**src/rtl/fazyrv_cmp_seq_pkg.sv**
```systemverilog
// fazyrv_cmp_seq_pkg: branch funct3 codes, FSM states and the branch condition decode
package fazyrv_cmp_seq_pkg;
   localparam logic [2:0] F3_BEQ  = 3'b000;
   localparam logic [2:0] F3_BNE  = 3'b001;
   localparam logic [2:0] F3_BLT  = 3'b100;
   localparam logic [2:0] F3_BGE  = 3'b101;
   localparam logic [2:0] F3_BLTU = 3'b110;
   localparam logic [2:0] F3_BGEU = 3'b111;
   typedef enum logic {S_IDLE, S_RUN} state_t;
   function automatic logic is_signed(input logic [2:0] f3);
      return f3[2:1] == 2'b10;
   endfunction
   // 010/011 are not branches and never take
   function automatic logic branch_taken(input logic [2:0] f3, input logic lo, input logic eq);
      return f3 == F3_BEQ ? eq : f3 == F3_BNE ? !eq : f3[2] ? (f3[0] ? !lo : lo) : 1'b0;
   endfunction
endpackage

```
**src/rtl/fazyrv_cmp_chunk.sv**
```systemverilog
// fazyrv_cmp_chunk: combinational chunk compare; inv_msb flips both MSBs for signed top chunks
module fazyrv_cmp_chunk #(
   parameter int W = 2
) (
   input  logic [W-1:0] a,
   input  logic [W-1:0] b,
   input  logic         inv_msb,
   output logic         lt,
   output logic         gt
);
   logic [W-1:0] m, aa, bb;
   assign m  = W'(inv_msb) << (W - 1);
   assign aa = a ^ m;
   assign bb = b ^ m;
   assign lt = aa < bb;
   assign gt = aa > bb;
endmodule

```
**src/rtl/fazyrv_cmp_seq.sv**
```systemverilog
// fazyrv_cmp_seq: chunk-serial LSB-first comparator resolving RISC-V branch conditions
module fazyrv_cmp_seq
   import fazyrv_cmp_seq_pkg::*;
#(
   parameter int BWIDTH = 2,
   parameter int WORDW  = 32
) (
   input  logic              clk_i,
   input  logic              rst_i,
   input  logic              start_i,
   input  logic              valid_i,
   input  logic [2:0]        funct3_i,
   input  logic [BWIDTH-1:0] a_i,
   input  logic [BWIDTH-1:0] b_i,
   output logic              busy_o,
   output logic              done_o,
   output logic              lo_o,
   output logic              gr_o,
   output logic              eq_o,
   output logic              taken_o
);
   localparam int NCHUNK = WORDW / BWIDTH;
   localparam int CNTW = NCHUNK > 1 ? $clog2(NCHUNK) : 1;
   localparam logic [CNTW-1:0] LAST = CNTW'(NCHUNK - 1);
   state_t state, state_n;
   logic [CNTW-1:0] cnt, cnt_n;
   logic [2:0] f3_q, f3;
   logic r_lt, r_gt, go, acc, fin, c_lt, c_gt, lt_n, gt_n;
   assign go  = start_i & valid_i;
   assign acc = go | (valid_i & (state == S_RUN));
   assign fin = acc & ((go ? '0 : cnt) == LAST);
   assign f3  = go ? funct3_i : f3_q;
   fazyrv_cmp_chunk #(.W(BWIDTH)) u_chunk (
      .a       (a_i),
      .b       (b_i),
      .inv_msb (fin & is_signed(f3)),
      .lt      (c_lt),
      .gt      (c_gt)
   );
   // a differing higher chunk overrides; a start chunk ignores earlier history
   assign lt_n   = c_lt | (!c_gt & !go & r_lt);
   assign gt_n   = c_gt | (!c_lt & !go & r_gt);
   assign busy_o = state == S_RUN;
   always_comb begin
      state_n = state;
      cnt_n   = cnt;
      if (go) begin
         state_n = NCHUNK > 1 ? S_RUN : S_IDLE;
         cnt_n   = NCHUNK > 1 ? CNTW'(1) : '0;
      end else if (acc) begin
         state_n = fin ? S_IDLE : S_RUN;
         cnt_n   = fin ? '0 : cnt + 1'b1;
      end
   end
   always_ff @(posedge clk_i) begin
      if (rst_i) begin
         state   <= S_IDLE;
         cnt     <= '0;
         f3_q    <= '0;
         r_lt    <= 1'b0;
         r_gt    <= 1'b0;
         done_o  <= 1'b0;
         lo_o    <= 1'b0;
         gr_o    <= 1'b0;
         eq_o    <= 1'b0;
         taken_o <= 1'b0;
      end else begin
         state  <= state_n;
         cnt    <= cnt_n;
         done_o <= fin;
         if (go) f3_q <= funct3_i;
         if (acc) begin
            r_lt <= lt_n;
            r_gt <= gt_n;
         end
         if (fin) begin
            lo_o    <= lt_n;
            gr_o    <= gt_n;
            eq_o    <= !lt_n & !gt_n;
            taken_o <= branch_taken(f3, lt_n, !lt_n & !gt_n);
         end
      end
   end
endmodule

```
**config.mk**
```make
export PLATFORM = sky130hd
export DESIGN_NAME = fazyrv_cmp_seq
export DESIGN_NICKNAME = d
export VERILOG_FILES = /design/src/rtl/fazyrv_cmp_seq_pkg.sv /design/src/rtl/fazyrv_cmp_chunk.sv /design/src/rtl/fazyrv_cmp_seq.sv
export SDC_FILE = /design/constraint.sdc
export NUM_CORES = 1
export LEC_CHECK = 0
export BUFFER_PORTS_ARGS = -buffer_cell sky130_fd_sc_hd__buf_2
export CORE_MARGIN = 10
export CORE_UTILIZATION = 55
export CTS_CLUSTER_SIZE = 40
export DETAILED_ROUTE_END_ITERATION = 7
export GPL_TIMING_DRIVEN = 0
export MAX_ROUTING_LAYER = met4
export PLACE_DENSITY_LB_ADDON = 0.05
export SETUP_SLACK_MARGIN = 0.02
export SYNTH_ARGS = -nofsm -noshare
export SYNTH_HDL_FRONTEND = slang
export SYNTH_HIERARCHICAL = 1
export SYNTH_SLANG_ARGS = --single-unit
```
**constraint.sdc**
```tcl
create_clock -name clk_i -period 5.6 [get_ports clk_i]
set_clock_uncertainty 0.1 [all_clocks]
set_input_delay 0.28 -clock clk_i [delete_from_list [all_inputs] [get_ports clk_i]]
set_output_delay 0.28 -clock clk_i [all_outputs]
set_load 0.01 [all_outputs]
```
==> flow_summary_export.csv <==
group,metric,value,unit
routing,avgRoutedWirePerCell,15.3,um
critical_path,end_kind,"register",
critical_path,crit_family,"simple AND/OR/NAND/NOR gates",
layout,design_area,946,um2
clock_tree,clock_sinks,15,
floorplan,die-area,3430,um2
yosys,netlist_area,820,um2
place,dp_hpwl,1.37,mm
critical_path,crit_type,"register to register",
status,status,"finished clean",
timing,tightest_slew,0.478,ns
clock_tree,numCtsBuffers,3,
critical_path,cp_slowest_cell,"dfxtp_1",
timing,timing.hold.ws,0.121,ns
worst_hold_path,hold_class,"input pin to register",
critical_path,cp.required,5.70,ns
grt,grt_max_degree,11,
clock_tree,cts_buffer_depth,2,
grt,grt_pass1_vias,718,
clock_tree,cts-resized-gates,0,
floorplan,initial_utilization,60.7,%
yosys,ys_warn_count,6,
yosys,synth_commonest_cells,"15 x dfxtp_1, 11 x nor2_1, 8 x nand2_1, 6 x a21oi_1",
timing,finalSetupViolCount,0,
place,placed_cell_area,918,um2
critical_path,path_buf_inv,0,
place,port_buffers,16,
routing,drt_iter0_drc,34,
clock_tree,hold_buffers,0,
place,post-place-ws,2.64,ns
timing,layout_setup_ws,2.65,ns
yosys,ys_ff_latch,15,
grt,grt-ovfl-total,0,
floorplan,pin_count,17,
yosys,syn_avg_cell_area,9.42,um2
yosys,yosys.area.top_type,"dfxtp_1",
layout,fin_util,70.1,%
timing,rsz0062_at_grt,"no",
pwr,p_leak,0.424,nW
worst_hold_path,hold_depth,2,
routing,vias_per_cell,5.98,
clock_tree,cts.htree.levels,1,
timing,slew_viol_final,0,
grt,grt_antenna_before_repair,0,
floorplan,core,1350,um2
yosys,synth-main-ff-cell,"dfxtp_1",
yosys,synth_area_leaders,"dfxtp_1 37%, nor2_1 5.0%, ha_1 4.6%, xnor2_1 4.3%, a21oi_1 3.7%",
clock_tree,cts_root_buf,"clkbuf_4",
floorplan,rows,13,
clock_tree,postCtsSetupBuffers,0,
layout,num-nets-final,122,
layout,insertedDiodeCount,0,
pwr,power_density,228,nW/um2
pwr,ir_drop,0.000141,V
place,gp_congestion,0.857,
layout,syn_to_final_growth,15.4,%
floorplan,die_w,58.6,um
timing,finalCriticalPeriod,2.95,ns
yosys,synth.net_count,101,
timing,fmax,338,MHz
critical_path,cp_data_arrival_time,3.06,ns
critical_path,path_common_cell,"nor2_1",
critical_path,cp_num_cells,12,
clock_tree,cts.clk_slew.worst_paths,0.10,ns
yosys,synth.distinct_cells,36,
routing,detail-route-antenna-nets,0,
routing,vias,730,
layout,fillers,119,
timing,max-slew-margin-rel,68.1,%
critical_path,cp_max_fo,6,
timing,min_period_over_period,52.8,%
yosys,netlist.area_leader.share,36.6,%
yosys,async_flop_share,0,%
critical_path,startpoint_type,"register",
clock_tree,cts_tree,"yes",
floorplan,die_h,58.6,um
clock_tree,clkLatencyLatePin,0.30,ns
routing,drt_pass1_iterations,4,
grt,grt_pass1_wl,3.10,mm
routing,routed_wirelength,1.87,mm
grt,track_usage,12.0,%
routing,drc,0,
critical_path,path_cells,"and4b_2 -> and2_1 -> nand2_1 -> nor2_1 -> xor2_1 -> ha_1 -> nor2b_4 -> nor2_1 -> nor2_1 -> o211a_1 -> o32a_1 -> o41ai_2",
timing,finalHoldViolCount,0,
run,cap_viol_max_count,0,
yosys,yosysSeqAreaShare,36.6,%
critical_path,cp_slowest_stage_delay,0.42,ns
timing,totalNegativeSetupSlack,0,ns
yosys,synth-edff-count,0,
yosys,syn_inst,87,
yosys,yosysMostFrequentCell,"dfxtp_1",
layout,drive_gt1_share,29.9,%
critical_path,reg2reg_depth,12,
==> cell usage in the layout, fill, tap and decap left out, types with 4 or more instances in the layout <==
cell      synthesis  routed
nand2_1           8       8
xnor2_1           4       4
a21oi_1           6       6
a211oi_1          4       4
dfxtp_1          15      15
buf_2             0      16
nor2_1           11      11
==> sequential cells by signal, indices dropped and copies added, names as in the netlist <==
name and flops:
gr_o 1, lo_o 1, cnt 4, r_lt 1
done_o 1, busy_o 1, taken_o 1, r_gt 1
eq_o 1, f3_q 3
==> worst paths after layout <==
path,start,to,slack [ns]
worst max register to register,busy_o,taken_o,2.65
worst min register to register,lo_o,lo_o,0.36
worst max-delay path,busy_o,taken_o,2.65
worst min-delay path,rst_i,gr_o,0.12
==> worst reg2reg max path: cells and delay by family, from the launching register on <==
kind	cells	cell delay [ns]
adders and majority gates	1	0.27
DFF	1	0.42
AOI/OAI and AO/OA	3	0.54
and+or+nand+nor	7	1.35
xor gates and xnor gates	1	0.18
==> report_power, final <==
part           leakage, nW  total (mW)  switching [mW]  internal (mW)
clock               0.0177      0.0651          0.0384         0.0267
combinational        0.284      0.0380          0.0211         0.0169
sequential           0.122       0.113         0.00295          0.110
==> metal layers <==
metal | wire length (um) | part of all wire (%) | GRT usage [%]
met5 | 0 | 0 | -
met4 | 50 | 2.7 | 6.23
met3 | 181 | 9.7 | 6.01
met2 | 839 | 45 | 17.6
met1 | 801 | 43 | 13.0
==> through the flow <==
stage / power, mW / instances
detailed placement: 0.153 / 118
floorplan: 0.142 / 87
finish: 0.216 / 122
global placement: 0.152 / 118
global route: 0.226 / 122
CTS: 0.217 / 122
==> final cells by class <==
type / count / area [um2] / area share (%)
timing repair buffer: 16 / 80.1 / 8.47
clock inverter: 1 / 5.00 / 0.529
tap: 15 / 18.8 / 1.98
sequential: 15 / 300 / 31.7
buffer: 3 / 26.3 / 2.78
multi-input combinational: 66 / 482 / 50.9
clock buffer: 3 / 22.5 / 2.38
inverter: 3 / 11.3 / 1.19
==> kinds of logic after synthesis <==
family | count (synthesis) | synth area share, %
AOI/OAI and AO/OA | 22 | 22.6
xor gates and xnor gates | 5 | 5.34
adders and majority gates | 3 | 4.58
buffers and inverters | 6 | 4.58
DFF | 15 | 36.6
muxes | 2 | 2.44
and+or+nand+nor | 34 | 23.8
Power figures use the tool's default switching activity.
